$ cat config.mk
export PLATFORM = sky130hd
export DESIGN_NAME = fetch_redirect_unit
export DESIGN_NICKNAME = d
export VERILOG_FILES = /design/src/rtl/proc_pkg.sv /design/src/rtl/branch_target_adder.sv /design/src/rtl/fetch_redirect_unit.sv
export SDC_FILE = /design/constraint.sdc
export NUM_CORES = 1
export LEC_CHECK = 0
export BUFFER_PORTS_ARGS = -buffer_cell sky130_fd_sc_hd__buf_4
export CAP_MARGIN = 25
export CELL_PAD_IN_SITES_DETAIL_PLACEMENT = 0
export CELL_PAD_IN_SITES_GLOBAL_PLACEMENT = 1
export CORE_MARGIN = 2
export CORE_UTILIZATION = 44
export CTS_BUF_LIST = sky130_fd_sc_hd__clkbuf_4 sky130_fd_sc_hd__clkbuf_8
export DETAILED_ROUTE_END_ITERATION = 7
export PLACE_DENSITY = 0.86
export SLEW_MARGIN = 30
export SYNTH_ARGS = -nofsm -noshare
export SYNTH_HDL_FRONTEND = slang
export SYNTH_SLANG_ARGS = --single-unit
$ cat constraint.sdc
create_clock -name clk_i -period 8.11 [get_ports clk_i]
set_input_delay 0.4055 -clock clk_i [delete_from_list [all_inputs] [get_ports clk_i]]
set_output_delay 0.4055 -clock clk_i [all_outputs]
set_load 0.03 [all_outputs]
$ cat src/rtl/proc_pkg.sv
// proc_pkg: shared widths and fetch state encoding for the front end.
package proc_pkg;
    localparam int INSTR_W  = 32;
    localparam int ADDR_W   = 64;
    localparam int BR_SHIFT = 2;
    typedef enum logic [1:0] {S_IDLE, S_REQ, S_VALID, S_DROP} fetch_state_e;
endpackage

$ cat src/rtl/branch_target_adder.sv
// branch_target_adder: br_pc + (word offset << BR_SHIFT), wrapping modulo 2^ADDR_W.
module branch_target_adder
    import proc_pkg::*;
(
    input  logic [ADDR_W-1:0] pc_i,
    input  logic [ADDR_W-1:0] imm_i,
    output logic [ADDR_W-1:0] target_o
);
    // The shift drops imm_i's top bits, so negative offsets stay correct by wrap.
    assign target_o = pc_i + {imm_i[ADDR_W-BR_SHIFT-1:0], {BR_SHIFT{1'b0}}};
endmodule

$ cat src/rtl/fetch_redirect_unit.sv
// fetch_redirect_unit: owns the PC, issues one imem request at a time and
// hands fetched words to decode; taken branches redirect and squash in-flight work.
module fetch_redirect_unit
    import proc_pkg::*;
#(
    parameter logic [ADDR_W-1:0] RESET_PC = '0,
    parameter logic [ADDR_W-1:0] PC_STEP  = 64'd4
) (
    input  logic               clk_i,
    input  logic               rst_i,
    output logic               imem_req_o,
    output logic [ADDR_W-1:0]  imem_addr_o,
    input  logic               imem_ack_i,
    input  logic [INSTR_W-1:0] imem_rdata_i,
    output logic               instr_valid_o,
    input  logic               instr_ready_i,
    output logic [INSTR_W-1:0] instr_out_o,
    output logic [ADDR_W-1:0]  instr_pc_o,
    input  logic               br_resolve_i,
    input  logic               br_taken_i,
    input  logic [ADDR_W-1:0]  br_pc_i,
    input  logic [ADDR_W-1:0]  br_imm_i,
    output logic               redirect_o
);
    fetch_state_e       state_q;
    logic [ADDR_W-1:0]  pc_q, addr_q, ipc_q, target;
    logic [INSTR_W-1:0] instr_q;
    logic               req_q, valid_q, redirect_q;
    logic               taken;

    branch_target_adder u_bta (.pc_i(br_pc_i), .imm_i(br_imm_i), .target_o(target));

    assign taken = br_resolve_i & br_taken_i;

    // addr_q is separate from pc_q so S_DROP can keep the old request address
    // on the bus while pc_q already holds the redirect target.
    always_ff @(posedge clk_i) begin
        if (rst_i) begin
            state_q    <= S_IDLE;
            pc_q       <= RESET_PC;
            addr_q     <= RESET_PC;
            req_q      <= 1'b0;
            valid_q    <= 1'b0;
            instr_q    <= '0;
            ipc_q      <= '0;
            redirect_q <= 1'b0;
        end else begin
            redirect_q <= taken;
            if (taken) pc_q <= target;
            case (state_q)
                S_IDLE: begin
                    state_q <= S_REQ;
                    req_q   <= 1'b1;
                    addr_q  <= taken ? target : pc_q;
                end
                S_REQ: begin
                    if (taken) begin
                        if (imem_ack_i) addr_q <= target;
                        else state_q <= S_DROP;
                    end else if (imem_ack_i) begin
                        state_q <= S_VALID;
                        req_q   <= 1'b0;
                        valid_q <= 1'b1;
                        instr_q <= imem_rdata_i;
                        ipc_q   <= pc_q;
                    end
                end
                S_VALID: begin
                    if (taken || instr_ready_i) begin
                        state_q <= S_REQ;
                        req_q   <= 1'b1;
                        valid_q <= 1'b0;
                        addr_q  <= taken ? target : pc_q + PC_STEP;
                        if (!taken) pc_q <= pc_q + PC_STEP;
                    end
                end
                S_DROP: begin
                    if (imem_ack_i) begin
                        state_q <= S_REQ;
                        addr_q  <= taken ? target : pc_q;
                    end
                end
                default: begin
                    state_q <= S_IDLE;
                    req_q   <= 1'b0;
                    valid_q <= 1'b0;
                end
            endcase
        end
    end

    assign imem_req_o    = req_q;
    assign imem_addr_o   = addr_q;
    assign instr_valid_o = valid_q;
    assign instr_out_o   = instr_q;
    assign instr_pc_o    = ipc_q;
    assign redirect_o    = redirect_q;
endmodule
==> flow_summary.json, run 1 <==
{
  "drive_gt1_frac": 0.192,
  "pin_count": 329,
  "min_path_type": "input port to flop",
  "synth-seq-cells": 229,
  "timing.fmax_mhz": 274,
  "post-cts-setup-buffers": 0,
  "clk_pin_slew_ps": 60,
  "wl_per_cell_um": 20.6,
  "final_nets": 2625,
  "seq_area_frac_synth": 0.288,
  "antenna_cells": 0,
  "overflow": 0,
  "worstSetupEndpoint": "imem_addr_o[62]",
  "portBuffers": 326,
  "finalSetupViolCount": 0,
  "drt-initial-drc-count": 1467,
  "synthesis.area_um2": 15900,
  "layout_min_cycle_time_ps": 3650,
  "syn_to_final_growth_pct": 19.5,
  "route.vias.total": 16900,
  "ant_nets": 0,
  "p_leak_nw": 7.69,
  "core_um2": 35600,
  "synthFlopType": "dfxtp_1",
  "r2r_start": "pc_q[2]",
  "clock_latency_ps": 570,
  "ys_types": 93,
  "async_reset_ff_frac": 0,
  "yosysTopAreaCell": "dfxtp_1",
  "viasPerCell": 5.89,
  "clock-sinks": 229,
  "track_usage": 0.301,
  "antenna_found_initial": 0,
  "rrSetupSlack_ps": 4580,
  "wirelength_mm": 59.3,
  "cts_htree_levels": 2,
  "r2r-end": "imem_addr_o[62]",
  "grt_first_pass_wirelength_mm": 90.3,
  "pwr_density_cell_nw_per_um2": 200,
  "place.gp.congestion": 0.961,
  "cts_tree": "built",
  "syn_nets": 2411,
  "initial_utilization": 0.447,
  "numCtsBuffers": 38,
  "vdd_drop_max_mv": 0.124,
  "die_x_um": 194,
  "dieHeight_um": 194,
  "critPathArrivalTime_ps": 4100,
  "yosysMostFrequentCell": "nand2_1",
  "syn_area_per_cell_um2": 7.30,
  "ctsResizeCount": 0,
  "cap_viol_max_count": 0,
  "tns_ps": 0,
  "critical_path_class": "input port to flop",
  "skew_ps": 22.0,
  "ys_warn_count": 0,
  "crit_path_start_kind": "input port",
  "startpoint": "br_pc_i[2]",
  "cts-root-buf": "clkbuf_8",
  "synth-edff-count": 0,
  "rows": 69,
  "worstSetupEndpointType": "flop",
  "fp.dieArea_um2": 37700,
  "cts_buffer_depth": 3,
  "worstRegToRegCells": 10,
  "synth_common_cells": "368 x nand2_1, 278 x a21oi_1, 229 x dfxtp_1",
  "status": "finished, final reports clean",
  "grt_max_degree": 91,
  "crit_path_max_fanout": 3,
  "rsz0062_at_grt": "no",
  "hold-worst-slack_ps": 90.1,
  "synthCells": 2178,
  "synth.top_cell.area_share": 0.288,
  "grt_pass1_vias": 15700,
  "dp_hpwl_mm": 43.5,
  "report.final.slew_viol_count": 0,
  "relSlewSlack": 0.316,
  "yosys-top-cells-area": "dfxtp_1 29%, a21oi_1 8.7%, nand2_1 8.7%",
  "drt_pass1_iterations": 6,
  "hold_viol_final": 0,
  "worstPathRequired_ps": 8570,
  "worst_pin_slew_ps": 1020,
  "post-route-period-util": 0.450,
  "hold_buffers": 0,
  "remaining_drc_errors": 0
}
-- worst min-delay path by stage --
| stage | depth (start not counted) | end | from |
|---|---|---|---|
| 2_1_floorplan | 2 | instr_pc_o[0] | pc_q[0] |
| 3_3_place_gp | 2 | instr_out_o[4] | instr_out_o[4] |
| 3_5_place_dp | 2 | instr_pc_o[45] | instr_pc_o[45] |
| 4_1_cts | 3 | instr_out_o[5] | imem_rdata_i[5] |
| 5_1_grt | 3 | instr_out_o[7] | imem_rdata_i[7] |
| 6_report | 3 | instr_out_o[5] | imem_rdata_i[5] |
-- layout by cell type (no fill, tap or decap), types with 11 or more instances in the layout --
master,instances
nand2_1,366
xor2_1,77
buf_4,348
ha_1,66
nor3_1,52
xnor2_1,86
and2_1,14
a211oi_1,63
a221oi_1,11
or3_1,12
dfxtp_1,229
nor2_1,202
a31oi_1,14
nand4_1,42
o22ai_1,12
o31ai_1,15
nor4_1,12
clkbuf_8,48
inv_1,38
o21bai_1,14
a21o_1,33
nand3_1,49
and3_1,18
a21oi_1,277
o21ai_0,140
-- sequential cells by signal, summed over array words and instances, names as in the netlist --
signal         cells
imem_addr_o       64
pc_q              64
instr_valid_o      1
instr_out_o       32
imem_req_o         1
state_q            2
redirect_o         1
instr_pc_o        64
-- per-layer routing --
| metal | track usage | vias to the layer above | wire, um |
|---|---|---|---|
| met3 | 0.0470 | 107 | 4920 |
| met4 | 0.0965 | 0 | 1620 |
| li1 | - | 8107 | - |
| met1 | 0.432 | 7949 | 27000 |
| met5 | 0 | - | 0 |
| met2 | 0.461 | 782 | 25700 |
-- critical path: stages --
cell	delay (ps)
buf_4	110
ha_1	290
inv_1	100
fa_1	210
nor2b_1	70
o31a_1	270
o311ai_1	470
a211oi_1	280
nor3_1	510
o21ai_1	270
a211oi_1	290
xor2_1	420
a221oi_1	180
a31o_1	220
-- metrics by stage --
step           setup slack [ps]  total power [mW]  std cells  utilization  cell area (um2)
2_1_floorplan              5170              2.20       2178            -            15900
3_3_place_gp               3970              2.70       2811        0.511            18200
3_5_place_dp               3950              2.71       2813        0.512            18200
4_1_cts                    4550              3.79       2875        0.534            19000
5_1_grt                    4280              3.96       2875        0.534            19000
6_report                   4460              3.79       2875        0.534            19000
-- power by group --
group          internal [mW]  total (mW)  leakage (nW)  switching, mW
registers               1.23        1.35          1.87          0.115
logic                  0.466        1.37          5.40          0.905
clock network          0.593        1.08         0.411          0.482
total                   2.29        3.79          7.69           1.50
-- area by class of cell --
class                           count  area, um2
Clock buffer                       55        713
Sequential cell                   229       4580
Multi-Input combinational cell   1732      10300
Inverter                           40        150
Fill cell                        3483      16600
Timing Repair Buffer              351       2660
Clock inverter                      7       62.6
Tap cell                          461        577
-- logic make-up after synthesis --
logic type,synth area share
XOR/XNOR,0.0897
multiplexers,0.00322
adder cells (fa/ha/maj),0.0532
AND/OR/NAND/NOR,0.239
buffers and inverters,0.0703
AO/OA/AOI/OAI,0.256
flip-flops,0.288
Power figures use the tool's default switching activity.
==> run 2: changes to the inputs <==
--- a/config.mk
+++ b/config.mk
@@ -10,10 +10,10 @@
 export CELL_PAD_IN_SITES_DETAIL_PLACEMENT = 0
 export CELL_PAD_IN_SITES_GLOBAL_PLACEMENT = 1
 export CORE_MARGIN = 2
-export CORE_UTILIZATION = 44
+export CORE_UTILIZATION = 37
 export CTS_BUF_LIST = sky130_fd_sc_hd__clkbuf_4 sky130_fd_sc_hd__clkbuf_8
 export DETAILED_ROUTE_END_ITERATION = 7
-export PLACE_DENSITY = 0.86
+export PLACE_DENSITY = 0.77
 export SLEW_MARGIN = 30
 export SYNTH_ARGS = -nofsm -noshare
 export SYNTH_HDL_FRONTEND = slang
==> constraint.sdc (replaced) <==
create_clock -name clk_i -period 3.3 [get_ports clk_i]
set_input_delay 0.165 -clock clk_i [delete_from_list [all_inputs] [get_ports clk_i]]
set_output_delay 0.165 -clock clk_i [all_outputs]
set_load 0.03 [all_outputs]
==> run 2 against run 1 <==
Power increased to 2.6 times the previous value. Via count increased by 4.1%. Sequential cell count unchanged. Register-to-register slack got worse by 4400 ps. Critical path depth decreased by 5. Hold slack got worse by 54 ps. Clock skew increased by 1.5 ps. Routed wire length increased by 9.9%. Final cell count increased by 9.9%. Die area increased by 19%. Largest cell class unchanged. Highest routed layer unchanged.
==> flow_summary.json, run 2 (synthesis gave the netlist of run 1 again) <==
{
  "regArea_um2": 4590,
  "hold-worst-slack_ps": 36.5,
  "r2r_start": "pc_q[25]",
  "finalSetupViolCount": 0,
  "combPwrFrac": 0.393,
  "cts_tree": "built",
  "route.vias.total": 17600,
  "worst_pin_slew_ps": 923,
  "cp_top_family": "simple AND/OR/NAND/NOR gates",
  "fin_cells": 3161,
  "post-route-period-util": 0.933,
  "drt-initial-drc-count": 1599,
  "wirelength_mm": 65.1,
  "ant_nets": 0,
  "clock_latency_ps": 560,
  "dieHeight_um": 211,
  "grt_first_pass_wirelength_mm": 97.8,
  "cts-root-buf": "clkbuf_8",
  "final_common_cell": "buf_4",
  "pwr-share-seq": 0.338,
  "status": "finished, final reports clean",
  "pwr_density_cell_nw_per_um2": 469,
  "dp_hpwl_mm": 49.1,
  "remaining_drc_errors": 0,
  "portBuffers": 326,
  "fp.dieArea_um2": 44700,
  "viasPerCell": 5.58,
  "track_usage": 0.281,
  "hold_viol_final": 0,
  "core_um2": 42200,
  "startpoint": "pc_q[25]",
  "fill_cells": 4253,
  "final_area_um2": 20700,
  "antenna_cells": 0,
  "drt_pass1_iterations": 6,
  "rows": 75,
  "critPathArrivalTime_ps": 3530,
  "dp_cells": 3059,
  "numCtsBuffers": 39,
  "antenna_found_initial": 0,
  "wl_per_cell_um": 20.6,
  "min_from": "rst_i",
  "p_switching_mw": 3.85,
  "placed_cell_area_um2": 19600,
  "worst_path_max_delay_cell": "nor4b_4",
  "p_leak_nw": 8.68,
  "relSlewSlack": 0.378,
  "overflow": 0,
  "crit_path_start_kind": "flop",
  "cts_htree_levels": 2,
  "grt_max_degree": 140,
  "clk_pin_slew_ps": 60,
  "intPower_mw": 5.87,
  "crit_path_max_fanout": 6,
  "rsz0062_at_grt": "no",
  "cts_buffer_depth": 3,
  "syn_to_final_growth_pct": 30.3,
  "multi_input_area_um2": 10200,
  "layout_min_cycle_time_ps": 3080,
  "clock-sinks": 229,
  "report.final.slew_viol_count": 0,
  "grt_pass1_vias": 16400,
  "worstPathRequired_ps": 3750,
  "cp_cell_sequence": "and4_1 > nand4_1 > nor4b_4 > nand4_4 > or3_4 > xnor2_1 > a31oi_1 > o221ai_1 > a32o_1",
  "final_nets": 2829,
  "skew_ps": 23.6,
  "drive_gt1_frac": 0.243,
  "place.gp.congestion": 0.919,
  "timing.fmax_mhz": 325,
  "p_sw_frac": 0.396,
  "cp_num_buf_inv": 0,
  "slowest_delay_ps": 480,
  "cap_viol_max_count": 0,
  "min_path_type": "input port to flop",
  "initial_utilization": 0.377,
  "vdd_drop_max_mv": 0.198,
  "critical_path_class": "flop to flop",
  "worstSetupEndpointType": "flop",
  "pin_count": 329,
  "clock_power_share": 0.269,
  "die_x_um": 211,
  "final_cell_mix": "514 x buf_4, 367 x nand2_1, 277 x a21oi_1"
}
==> run 2: cell count changes in the layout (fill, tap and decap cells not counted), sizes merged <==
cell         change
buf            +169
clkinv           +5
dlygate4sd3     +34
inv              -1
bufinv           -1
clkbuf           +2
==> run 2: per-stage QoR <==
step	util	setup TNS, ps	total power, mW	setup slack, ps
finish	0.491	0	9.72	220
global placement	0.464	-574	7.04	-132
global route	0.491	0	10.2	22.5
floorplan	-	0	5.40	439
detailed placement	0.464	-1190	7.07	-186
CTS	0.491	0	9.72	216
==> run 2: final timing paths <==
path	end	slack [ps]	cells past startpoint
worst min register to register	instr_out_o[1]	450	2
worst min-delay path	pc_q[20]	40	2
worst max-delay path	imem_addr_o[57]	220	9
worst max register to register	imem_addr_o[57]	220	9
==> run 2: layer usage <==
layer / global-route usage / routed length (um) / part of all wire
met4: 0.0733 / 1530 / 0.024
met2: 0.435 / 28300 / 0.43
met5: 0 / 0 / 0
met3: 0.0341 / 4950 / 0.076
met1: 0.411 / 30400 / 0.47
==> run 2: final cells by class <==
| class | count | share of cell area |
|---|---|---|
| sequential | 229 | 0.221 |
| clock inverter | 10 | 0.00253 |
| tap | 539 | 0.0325 |
| clock buffer | 57 | 0.0345 |
| multi-input combinational | 1732 | 0.494 |
| timing repair buffer | 554 | 0.208 |
| inverter | 40 | 0.00724 |
==> run 2: power groups by stage <==
stage | Combinational (mW) | Clock, mW | Sequential [mW]
after floorplan | 1.79 | 0 | 3.61
final | 3.82 | 2.61 | 3.29
after global routing | 4.08 | 2.79 | 3.31
after CTS | 3.77 | 2.67 | 3.28
after global placement | 3.70 | 0 | 3.34
after detailed placement | 3.72 | 0 | 3.34
==> run 2: worst register-to-register path, delay by kind of cell, from the launching register on <==
family,cells,cell delay (ps)
compound gates,3,750
xor+xnor,1,150
flops,1,450
simple gates,5,1610
==> run 2: repair_timing <==
action / in CTS / in global routing
hold buffers: 34 / 0
setup endpoints to repair: 0 / 2
endpoints found under the hold margin: 36 / 0
setup buffers: 0 / 1
resized for setup: 0 / 2
